==> config.mk <==
export PLATFORM = sky130hd
export DESIGN_NAME = id_exe_skid_stage
export DESIGN_NICKNAME = d
export VERILOG_FILES = /design/src/rtl/pipe_pkg.sv /design/src/rtl/pipe_slot.sv /design/src/rtl/id_exe_skid_stage.sv
export SDC_FILE = /design/constraint.sdc
export NUM_CORES = 1
export LEC_CHECK = 0
export CAP_MARGIN = 25
export CORE_ASPECT_RATIO = 1.1
export CORE_MARGIN = 2
export CORE_UTILIZATION = 45
export CTS_CLUSTER_DIAMETER = 100
export DETAILED_ROUTE_END_ITERATION = 6
export PLACE_DENSITY = 0.76
export SLEW_MARGIN = 0
export SYNTH_ARGS = -nofsm -noshare
export SYNTH_HDL_FRONTEND = slang
export SYNTH_HIERARCHICAL = 1
export SYNTH_SLANG_ARGS = --single-unit
==> constraint.sdc <==
create_clock -name clk -period 1.7 [get_ports clk]
set_input_delay 0.255 -clock clk [delete_from_list [all_inputs] [get_ports clk]]
set_output_delay 0.255 -clock clk [all_outputs]
set_load 0.03 [all_outputs]
==> src/rtl/pipe_pkg.sv <==
// Shared pipeline-register definitions: skid-stage state encoding and the
// ID/EXE field layout used by the wrapper that packs ctrl/data.
package pipe_pkg;

  localparam logic [1:0] ST_EMPTY = 2'd0;
  localparam logic [1:0] ST_BUSY  = 2'd1;
  localparam logic [1:0] ST_FULL  = 2'd2;

  localparam int EXE_CMD_W = 4;
  localparam int IMM24_W   = 24;
  localparam int SHOP_W    = 12;
  localparam int REG_W     = 4;
  localparam int PC_W      = 32;

  // ID/EXE control layout (10 bits total)
  localparam int CTRL_WB_EN_BIT   = 0;
  localparam int CTRL_MEM_R_BIT   = 1;
  localparam int CTRL_MEM_W_BIT   = 2;
  localparam int CTRL_EXE_CMD_LSB = 3;
  localparam int CTRL_B_BIT       = CTRL_EXE_CMD_LSB + EXE_CMD_W;
  localparam int CTRL_S_BIT       = CTRL_B_BIT + 1;
  localparam int CTRL_C_BIT       = CTRL_S_BIT + 1;
  localparam int ID_EXE_CTRL_W    = CTRL_C_BIT + 1;

  // ID/EXE payload layout (low fields first, remaining bits carry operand values)
  localparam int DATA_DEST_LSB  = 0;
  localparam int DATA_SHOP_LSB  = DATA_DEST_LSB + REG_W;
  localparam int DATA_IMM24_LSB = DATA_SHOP_LSB + SHOP_W;
  localparam int DATA_PC_LSB    = DATA_IMM24_LSB + IMM24_W;
  localparam int DATA_VAL_LSB   = DATA_PC_LSB + PC_W;

endpackage

==> src/rtl/pipe_slot.sv <==
// One pipeline holding slot: valid + control + payload. Clearing always drops
// valid and zeroes control; payload is zeroed only when clear_data is also set.
module pipe_slot #(
  parameter int CTRL_W = 10,
  parameter int DATA_W = 96
) (
  input  logic              clk,
  input  logic              rst,
  input  logic              load,
  input  logic              clear,
  input  logic              clear_data,
  input  logic [CTRL_W-1:0] ctrl_d,
  input  logic [DATA_W-1:0] data_d,
  output logic              vld,
  output logic [CTRL_W-1:0] ctrl,
  output logic [DATA_W-1:0] data
);

  always_ff @(posedge clk) begin
    if (!rst) begin
      vld  <= 1'b0;
      ctrl <= '0;
      data <= '0;
    end else if (clear) begin
      vld  <= 1'b0;
      ctrl <= '0;
      if (clear_data) data <= '0;
    end else if (load) begin
      vld  <= 1'b1;
      ctrl <= ctrl_d;
      data <= data_d;
    end
  end

endmodule

==> src/rtl/id_exe_skid_stage.sv <==
// Valid/ready pipeline register with a two-entry skid buffer; in_ready is a
// flop so no combinational path runs from out_ready back upstream.
module id_exe_skid_stage
  import pipe_pkg::*;
#(
  parameter int DATA_W     = 96,
  parameter int CTRL_W     = 10,
  parameter bit CLEAR_DATA = 1'b0
) (
  input  logic              clk,
  input  logic              rst,
  input  logic              flush,
  input  logic              in_valid,
  output logic              in_ready,
  input  logic [CTRL_W-1:0] in_ctrl,
  input  logic [DATA_W-1:0] in_data,
  output logic              out_valid,
  input  logic              out_ready,
  output logic [CTRL_W-1:0] out_ctrl,
  output logic [DATA_W-1:0] out_data,
  output logic [1:0]        occupancy
);

  logic [1:0]        state, state_nxt;
  logic              accept, emit;
  logic              main_load, main_from_skid, main_clr;
  logic              skid_load, skid_clr;
  logic              skid_vld;
  logic [CTRL_W-1:0] skid_ctrl, main_ctrl_d;
  logic [DATA_W-1:0] skid_data, main_data_d;
  logic              clr_data;

  assign accept    = in_valid & in_ready;
  assign emit      = out_valid & out_ready;
  assign occupancy = state;
  assign clr_data  = flush & CLEAR_DATA;

  always_comb begin
    state_nxt      = state;
    main_load      = 1'b0;
    main_from_skid = 1'b0;
    main_clr       = 1'b0;
    skid_load      = 1'b0;
    skid_clr       = 1'b0;
    case (state)
      ST_EMPTY: begin
        if (accept) begin
          main_load = 1'b1;
          state_nxt = ST_BUSY;
        end
      end
      ST_BUSY: begin
        if (accept && emit) begin
          main_load = 1'b1;
        end else if (accept) begin
          skid_load = 1'b1;
          state_nxt = ST_FULL;
        end else if (emit) begin
          main_clr  = 1'b1;
          state_nxt = ST_EMPTY;
        end
      end
      ST_FULL: begin
        if (emit) begin
          main_load      = 1'b1;
          main_from_skid = 1'b1;
          skid_clr       = 1'b1;
          state_nxt      = ST_BUSY;
        end
      end
      default: state_nxt = ST_EMPTY;
    endcase
    // Flush wins over any transfer in the same cycle; the incoming beat is dropped
    if (flush) begin
      state_nxt = ST_EMPTY;
      main_load = 1'b0;
      skid_load = 1'b0;
      main_clr  = 1'b1;
      skid_clr  = 1'b1;
    end
  end

  always_ff @(posedge clk) begin
    if (!rst) begin
      state    <= ST_EMPTY;
      in_ready <= 1'b1;
    end else begin
      state    <= state_nxt;
      in_ready <= (state_nxt != ST_FULL);
    end
  end

  assign main_ctrl_d = main_from_skid ? skid_ctrl : in_ctrl;
  assign main_data_d = main_from_skid ? skid_data : in_data;

  pipe_slot #(.CTRL_W(CTRL_W), .DATA_W(DATA_W)) u_main (
    .clk        (clk),
    .rst        (rst),
    .load       (main_load),
    .clear      (main_clr),
    .clear_data (clr_data),
    .ctrl_d     (main_ctrl_d),
    .data_d     (main_data_d),
    .vld        (out_valid),
    .ctrl       (out_ctrl),
    .data       (out_data)
  );

  pipe_slot #(.CTRL_W(CTRL_W), .DATA_W(DATA_W)) u_skid (
    .clk        (clk),
    .rst        (rst),
    .load       (skid_load),
    .clear      (skid_clr),
    .clear_data (clr_data),
    .ctrl_d     (in_ctrl),
    .data_d     (in_data),
    .vld        (skid_vld),
    .ctrl       (skid_ctrl),
    .data       (skid_data)
  );

endmodule

==> out/metrics.csv, run 1 <==
metric;value;unit
nets;1370;
power_per_cell_area;896;nW/um^2
wl;24500;um
htree_levels;1;
dp.cells;1480;
place_congestion;0.797;
post-route-period-util;0.998;
hpwlAfterDp;15300;um
p_leak;5.17;nW
grt_overflow;0;
min_path_type;in2reg;
clk_latency;500;ps
area.growth.synth_to_final;37.2;%
drc;0;
yosys_warnings;6;
ant_nets;0;
wire_per_inst;16.0;um
dr.pass1.iters;4;
slew_violations;0;
grt_usage;0.209;
crit_type;reg2reg;
placed_cell_area;11800;sq um
vias_per_cell;5.31;
avgSynthCellArea;8.59;sq um
finalClockSkew;12.0;ps
cts_buffer_depth;3;
antenna_found_initial;1;
pin_count;221;
cp_max_fo;29;
tritoncts;yes;
fmax;590;MHz
initial_utilization;0.461;
r2r_end;u_skid/data[46];
grt_max_degree;74;
crit_path_end_kind;flip-flop;
crit_start;occupancy[0];
fillCellCount;1731;
cap_violations;0;
setup_viol;0;
dieArea;21500;sq um
rsz0062_at_grt;yes;
arrival;2070;ps
drive_gt1_frac;0.168;
numCtsBuffers;22;
place.port_buffers;220;
die_y;154;um
cp.required;2080;ps
hold_viol_final;0;
grt_pass1_wl;38100;um
path_clk_slew;60;ps
fin_cells;1526;
peakVddDrop;569;uV
r2r_setup_slack;4;ps
worst_r2r_startpoint;occupancy[0];
postLayoutCellArea;12600;sq um
cts-root-buf;clkbuf_16;
cts.sinks;216;
run_status;finished, final reports clean;
die_x;140;um
endpoint;u_skid/data[46];
syn_inst;1065;
finalCriticalPeriod;1700;ps
drt_iter0_markers;357;
grt_pass1_vias;7613;
reg2reg_depth;6;
core-area;19900;sq um
netlist_area;9150;sq um
route.vias.total;8109;
rows;54;
start_kind;flip-flop;
## metal layers
metal  up-vias  part of all wire  track usage
li1       4060                 -            -
met1      3798              0.44        0.270
met2       212              0.48        0.361
met3        39             0.061       0.0396
met4         0             0.022       0.0557
met5         -                 0            0
## critical path, stage by stage (launching register included)
cell,delay [ps]
dfxtp_4,360
a21bo_2,230
buf_4,140
nor4_4,210
mux2_4,290
buf_12,200
o22ai_1,120
## layout by cell type, fill, tap and decap left out, types with 2 or more instances in the layout
| master | n |
|---|---|
| o22ai_1 | 183 |
| clkdlybuf4s50_1 | 109 |
| clkbuf_16 | 26 |
| clkinv_2 | 6 |
| dfxtp_4 | 3 |
| buf_4 | 22 |
| o22ai_2 | 9 |
| nand2b_1 | 3 |
| mux2_2 | 99 |
| conb_1 | 2 |
| dfxtp_1 | 213 |
| nand2_1 | 385 |
| mux2_4 | 9 |
| buf_12 | 20 |
| clkbuf_1 | 5 |
| buf_6 | 3 |
| nor2_1 | 22 |
| nand2b_4 | 4 |
| mux2i_1 | 20 |
| dlygate4sd2_1 | 110 |
| clkbuf_8 | 3 |
## where the power goes
group / switching [W] / internal, W
combinational: 0.000727 / 0.000641
sequential: 0.0000444 / 0.00514
clock: 0.00194 / 0.00275
## worst min-delay path by stage
| stage | from | endpoint | slack, ps | depth (start not counted) |
|---|---|---|---|---|
| after floorplan | in_ctrl[0] | u_skid/ctrl[0] | 400 | 2 |
| after global placement | u_skid/data[7] | u_skid/data[7] | 450 | 2 |
| after detailed placement | u_skid/data[32] | u_skid/data[32] | 460 | 2 |
| after CTS | rst | u_main/data[11] | 130 | 3 |
| after global routing | rst | u_main/data[11] | 140 | 3 |
| final | rst | u_main/data[15] | 150 | 3 |
## repair_timing
action | 4_1_cts | 5_1_grt
gates resized for setup | 110 | 19
hold buffers | 0 | 0
setup endpoints to repair | 110 | 181
gates cloned | 0 | 4
pin swaps | 0 | 3
setup buffers | 0 | 3
## state kept, by name, summed over array words and instances (netlist names)
name,count
in_ready,1
occupancy,2
u_main/ctrl,10
u_main/data,96
u_main/vld,1
u_skid/ctrl,10
u_skid/data,96
## layout make-up
cell class / instances / area [sq um] / area share
tap: 252 / 315 / 0.0251
multi-input combinational: 750 / 4460 / 0.355
clock buffer: 31 / 636 / 0.0506
antenna: 1 / 2.50 / 0.000199
inverter: 1 / 3.75 / 0.000299
timing repair buffer: 268 / 2740 / 0.219
sequential: 216 / 4340 / 0.345
clock inverter: 7 / 60.1 / 0.00478
## through the flow
step | hold slack (ps) | power [W] | worst slack [ps] | TNS, ps | utilization
final | 150 | 0.0112 | 3.98 | 0 | 0.632
after global routing | 138 | 0.0117 | -32.7 | -892 | 0.632
after CTS | 133 | 0.0113 | 5.91 | 0 | 0.622
after detailed placement | 457 | 0.00667 | -360 | -62840 | 0.594
after global placement | 449 | 0.00666 | -286 | -54690 | 0.594
after floorplan | 402 | 0.00607 | -154 | -19380 | -
Power figures use the tool's default switching activity.
==> run 2: changes to the inputs <==
--- a/config.mk
+++ b/config.mk
@@ -7,7 +7,7 @@
 export LEC_CHECK = 0
 export CAP_MARGIN = 25
 export CORE_ASPECT_RATIO = 1.1
-export CORE_MARGIN = 2
+export CORE_MARGIN = 5
 export CORE_UTILIZATION = 45
 export CTS_CLUSTER_DIAMETER = 100
 export DETAILED_ROUTE_END_ITERATION = 6
==> out/metrics.csv, run 2 (synthesis gave the netlist of run 1 again) <==
metric;value;unit
hpwlAfterDp;15800;um
clk_latency;510;ps
start_kind;flip-flop;
worst_r2r_startpoint;occupancy[0];
area.growth.synth_to_final;35.6;%
finalClockSkew;5.68;ps
slew_violations;0;
power_frac_clock;0.437;
holdPathEnd;u_skid/data[6];
slowest_stage;mux2_4;
core-area;19900;sq um
numCtsBuffers;24;
grt_pass1_vias;7475;
peakVddDrop;835;uV
cts-root-buf;clkbuf_16;
drive_gt1_frac;0.155;
hp-start;rst;
crit_path_end_kind;flip-flop;
p_int;0.00882;W
grt_pass1_wl;38800;um
wire_per_inst;16.1;um
rows;54;
final_cell_mix;385 x nand2_1, 213 x dfxtp_1, 192 x o22ai_1;
place_congestion;0.783;
comb_power_share;0.116;
worstPathCellList;and2b_2, nand2_4, a21oi_4, mux2_4, clkbuf_16, o22ai_1;
fillCellCount;1738;
cts.sinks;216;
power_frac_seq;0.448;
holdBufCountCts;0;
r2r_setup_slack;60;ps
setup_viol;0;
min_delay_path_depth;3;
power_per_cell_area;934;nW/um^2
arrival;2070;ps
tritoncts;yes;
crit_type;reg2reg;
reg2reg_depth;6;
path_clk_slew;60;ps
cp_max_fo;21;
grt_max_degree;77;
place.port_buffers;220;
route.vias.total;7931;
nets;1359;
min_path_type;in2reg;
reg_top3;u_main/data (96), u_skid/data (96);
wl;24500;um
cap_violations;0;
final_common_cell;nand2_1;
run_status;finished, final reports clean;
dr.pass1.iters;5;
power;0.0116;W
ant_nets;0;
crit_start;occupancy[0];
slowest_delay;360;ps
vias_per_cell;5.23;
swShare;0.239;
antenna_found_initial;1;
r2r_end;u_main/data[3];
post-route-period-util;0.968;
grt_usage;0.197;
hold_viol_final;0;
finalCriticalPeriod;1640;ps
fmax;608;MHz
fin_util;0.623;
cp.required;2120;ps
die_y;160;um
htree_levels;1;
rsz0062_at_grt;no;
pin_count;221;
dieArea;23300;sq um
p_leak;5.11;nW
grt_overflow;0;
switchingPower;0.00277;W
cts_buffer_depth;3;
die_x;146;um
initial_utilization;0.459;
drt_iter0_markers;375;
drc;0;
==> run 2: area by class of cell <==
| type | instances | area [sq um] | area share |
|---|---|---|---|
| Clock inverter | 8 | 70.1 | 0.00565 |
| Timing Repair Buffer | 255 | 2590 | 0.209 |
| Inverter | 1 | 3.75 | 0.000303 |
| Sequential cell | 216 | 4340 | 0.349 |
| Clock buffer | 34 | 709 | 0.0572 |
| Tap cell | 252 | 315 | 0.0254 |
| Antenna cell | 1 | 2.50 | 0.000202 |
| Multi-Input combinational cell | 750 | 4380 | 0.353 |
==> run 2: metrics by stage <==
step | area, sq um | hold WS, ps | setup slack [ps] | setup TNS, ps | instances
final | 12400 | 151 | 55.2 | 0 | 1517
after global routing | 12400 | 150 | 0.133 | 0 | 1517
after floorplan | 9260 | 402 | -154 | -19380 | 1066
after global placement | 11700 | 449 | -321 | -63340 | 1471
after CTS | 12400 | 133 | 3.22 | 0 | 1513
after detailed placement | 11700 | 458 | -386 | -71650 | 1471
==> run 2: what timing repair did <==
| action | CTS | global route |
|---|---|---|
| gates cloned | 0 | 2 |
| setup buffers | 0 | 1 |
| endpoints found under the setup margin | 110 | 193 |
| endpoints found under the hold margin | 0 | 0 |
| resized for setup | 110 | 5 |
| pin swaps | 0 | 2 |
==> run 2: critical path, delay by kind of cell (launching register included) <==
family | cells | cell delay (ps)
multiplexers | 1 | 360
flip-flops | 1 | 350
AND/OR/NAND/NOR | 2 | 380
buffers and inverters | 1 | 220
AO/OA/AOI/OAI | 2 | 250
==> run 2: power groups by stage <==
| stage | Sequential (W) | Clock, W | Combinational, W |
|---|---|---|---|
| finish | 0.00519 | 0.00506 | 0.00134 |
| global route | 0.00520 | 0.00541 | 0.00144 |
| CTS | 0.00519 | 0.00518 | 0.00132 |
| detailed placement | 0.00530 | 0 | 0.00136 |
| global placement | 0.00530 | 0 | 0.00135 |
| floorplan | 0.00544 | 0 | 0.000632 |
==> run 2: how the worst max path moves through the flow <==
stage | end | slack [ps] | depth (start not counted)
2_1_floorplan | u_skid/data[55] | -150 | 10
6_report | u_main/data[3] | 60 | 6
3_5_place_dp | u_main/data[3] | -390 | 6
4_1_cts | u_main/data[3] | 3 | 5
5_1_grt | u_main/data[27] | 0.1 | 6
3_3_place_gp | u_skid/data[52] | -320 | 7
==> run 2: layer usage <==
metal,vias up,part of all wire,track usage
met5,-,0,0
met4,0,0.032,0.0708
met3,50,0.060,0.0427
met2,216,0.49,0.335
met1,3634,0.42,0.245
li1,4031,-,-
==> run 3: changes to the inputs <==
--- a/config.mk
+++ b/config.mk
@@ -7,7 +7,7 @@
 export LEC_CHECK = 0
 export CAP_MARGIN = 25
 export CORE_ASPECT_RATIO = 1.1
-export CORE_MARGIN = 5
+export CORE_MARGIN = 1.5
 export CORE_UTILIZATION = 45
 export CTS_CLUSTER_DIAMETER = 100
 export DETAILED_ROUTE_END_ITERATION = 6
==> out/metrics.csv, run 3 (synthesis gave the netlist of run 1 again) <==
metric;value;unit
min_delay_path_depth;3;
wl;24600;um
finalCriticalPeriod;1650;ps
core-area;19900;sq um
path_clk_slew;60;ps
rows;54;
final_common_cell;nand2_1;
nets;1365;
r2r_end;u_skid/data[49];
htree_levels;1;
cts.sinks;216;
holdPathEnd;u_main/data[16];
arrival;2090;ps
p_leak;5.22;nW
start_kind;flip-flop;
run_status;finished, final reports clean;
comb_power_share;0.111;
slowest_stage;dfxtp_4;
power_frac_clock;0.463;
hold_viol_final;0;
postLayoutCellArea;12700;sq um
grt_max_degree;78;
switchingPower;0.00279;W
drt_iter0_markers;373;
crit_type;reg2reg;
power_per_cell_area;961;nW/um^2
swShare;0.229;
hpwlAfterDp;15400;um
numCtsBuffers;24;
grt_pass1_vias;7735;
route.vias.total;8150;
post_cts.repair.setup_buffers;0;
min_path_type;in2reg;
post-route-period-util;0.971;
r2r_setup_slack;50;ps
cp.required;2130;ps
path_depth;6;
die_y;153;um
grt_overflow;0;
clk_latency;510;ps
cts_buffer_depth;3;
pin_count;221;
place.port_buffers;220;
crit_buf_inv;1;
grt_usage;0.214;
wire_per_inst;16.1;um
placed_cell_area;11800;sq um
dr.pass1.iters;5;
setup_viol;0;
grt_pass1_wl;38100;um
holdBufCountCts;0;
tns;0;ps
reg2reg_depth;6;
crit_path_end_kind;flip-flop;
place_congestion;0.798;
vias_per_cell;5.35;
die_x;139;um
worstPathCellList;and2b_4, nand2_8, nand2b_4, mux2_4, buf_12, o22ai_1;
critical_path.top_delay_family;simple AND/OR/NAND/NOR gates;
p_int;0.00940;W
fmax;606;MHz
initial_utilization;0.461;
dieArea;21200;sq um
antenna_found_initial;3;
final_cell_mix;385 x nand2_1, 213 x dfxtp_1, 188 x o22ai_1;
drive_gt1_frac;0.161;
power_frac_seq;0.426;
reg_top3;u_main/data (96), u_skid/data (96);
cap_violations;0;
tritoncts;yes;
ant_nets;0;
worst_r2r_startpoint;occupancy[0];
power;0.0122;W
area.growth.synth_to_final;38.6;%
drc;0;
cp_max_fo;29;
crit_start;occupancy[0];
peakVddDrop;755;uV
finalClockSkew;16.0;ps
cts-root-buf;clkbuf_16;
hp-start;rst;
slowest_delay;360;ps
slew_violations;0;
==> run 3: cell types whose count changed in the layout (fill, tap and decap cells not counted), moves of 3 or more <==
cell | previous run | this run
clkbuf_1 | 4 | 7
bufinv_16 | 1 | 5
o22ai_1 | 192 | 188
clkinv_2 | 5 | 0
buf_12 | 19 | 22
o22ai_2 | 0 | 4
==> run 3: worst min-delay path: stages <==
cell and delay, ps:
buf_8 160, nand2_1 80, o22ai_1 70
==> run 3: power by group through the flow <==
| stage | clock (W) | sequential, W | combinational (W) |
|---|---|---|---|
| 2_1_floorplan | 0 | 0.00544 | 0.000632 |
| 3_3_place_gp | 0 | 0.00530 | 0.00137 |
| 3_5_place_dp | 0 | 0.00530 | 0.00139 |
| 4_1_cts | 0.00575 | 0.00519 | 0.00135 |
| 5_1_grt | 0.00595 | 0.00520 | 0.00145 |
| 6_report | 0.00565 | 0.00519 | 0.00135 |
==> run 3: layer usage <==
| metal | global-route usage | routed length, um | vias up |
|---|---|---|---|
| li1 | - | - | 4044 |
| met2 | 0.376 | 12000 | 229 |
| met3 | 0.0409 | 1370 | 66 |
| met1 | 0.251 | 10100 | 3809 |
| met5 | 0 | 13 | - |
| met4 | 0.101 | 1060 | 2 |
==> run 3: layout make-up <==
class                           instances  area, sq um
Inverter                                1         3.75
Clock inverter                          6          166
Multi-Input combinational cell        750         4420
Antenna cell                            1         2.50
Clock buffer                           37          709
Tap cell                              252          315
Sequential cell                       216         4340
Fill cell                            1671         7180
Timing Repair Buffer                  261         2730
==> run 3: how the worst max path moves through the flow <==
stage / to / slack, ps
6_report: u_skid/data[49] / 50
5_1_grt: u_skid/data[86] / -5
2_1_floorplan: u_skid/data[55] / -150
3_3_place_gp: u_main/data[52] / -330
4_1_cts: u_main/ctrl[9] / 40
3_5_place_dp: u_main/data[48] / -350
==> run 3: what timing repair did <==
item                                    in CTS  in global routing
gates cloned                                 0                  4
resized for setup                          110                 11
pin swaps                                    0                  1
endpoints found under the setup margin     110                 20
==> run 3: per-stage QoR <==
step	utilization	instances	hold slack [ps]	worst slack, ps
finish	0.638	1524	98.9	48.6
CTS	0.632	1519	86.0	38.5
global route	0.638	1524	107	-5.07
global placement	0.594	1476	449	-328
detailed placement	0.594	1476	458	-353
floorplan	-	1066	402	-154
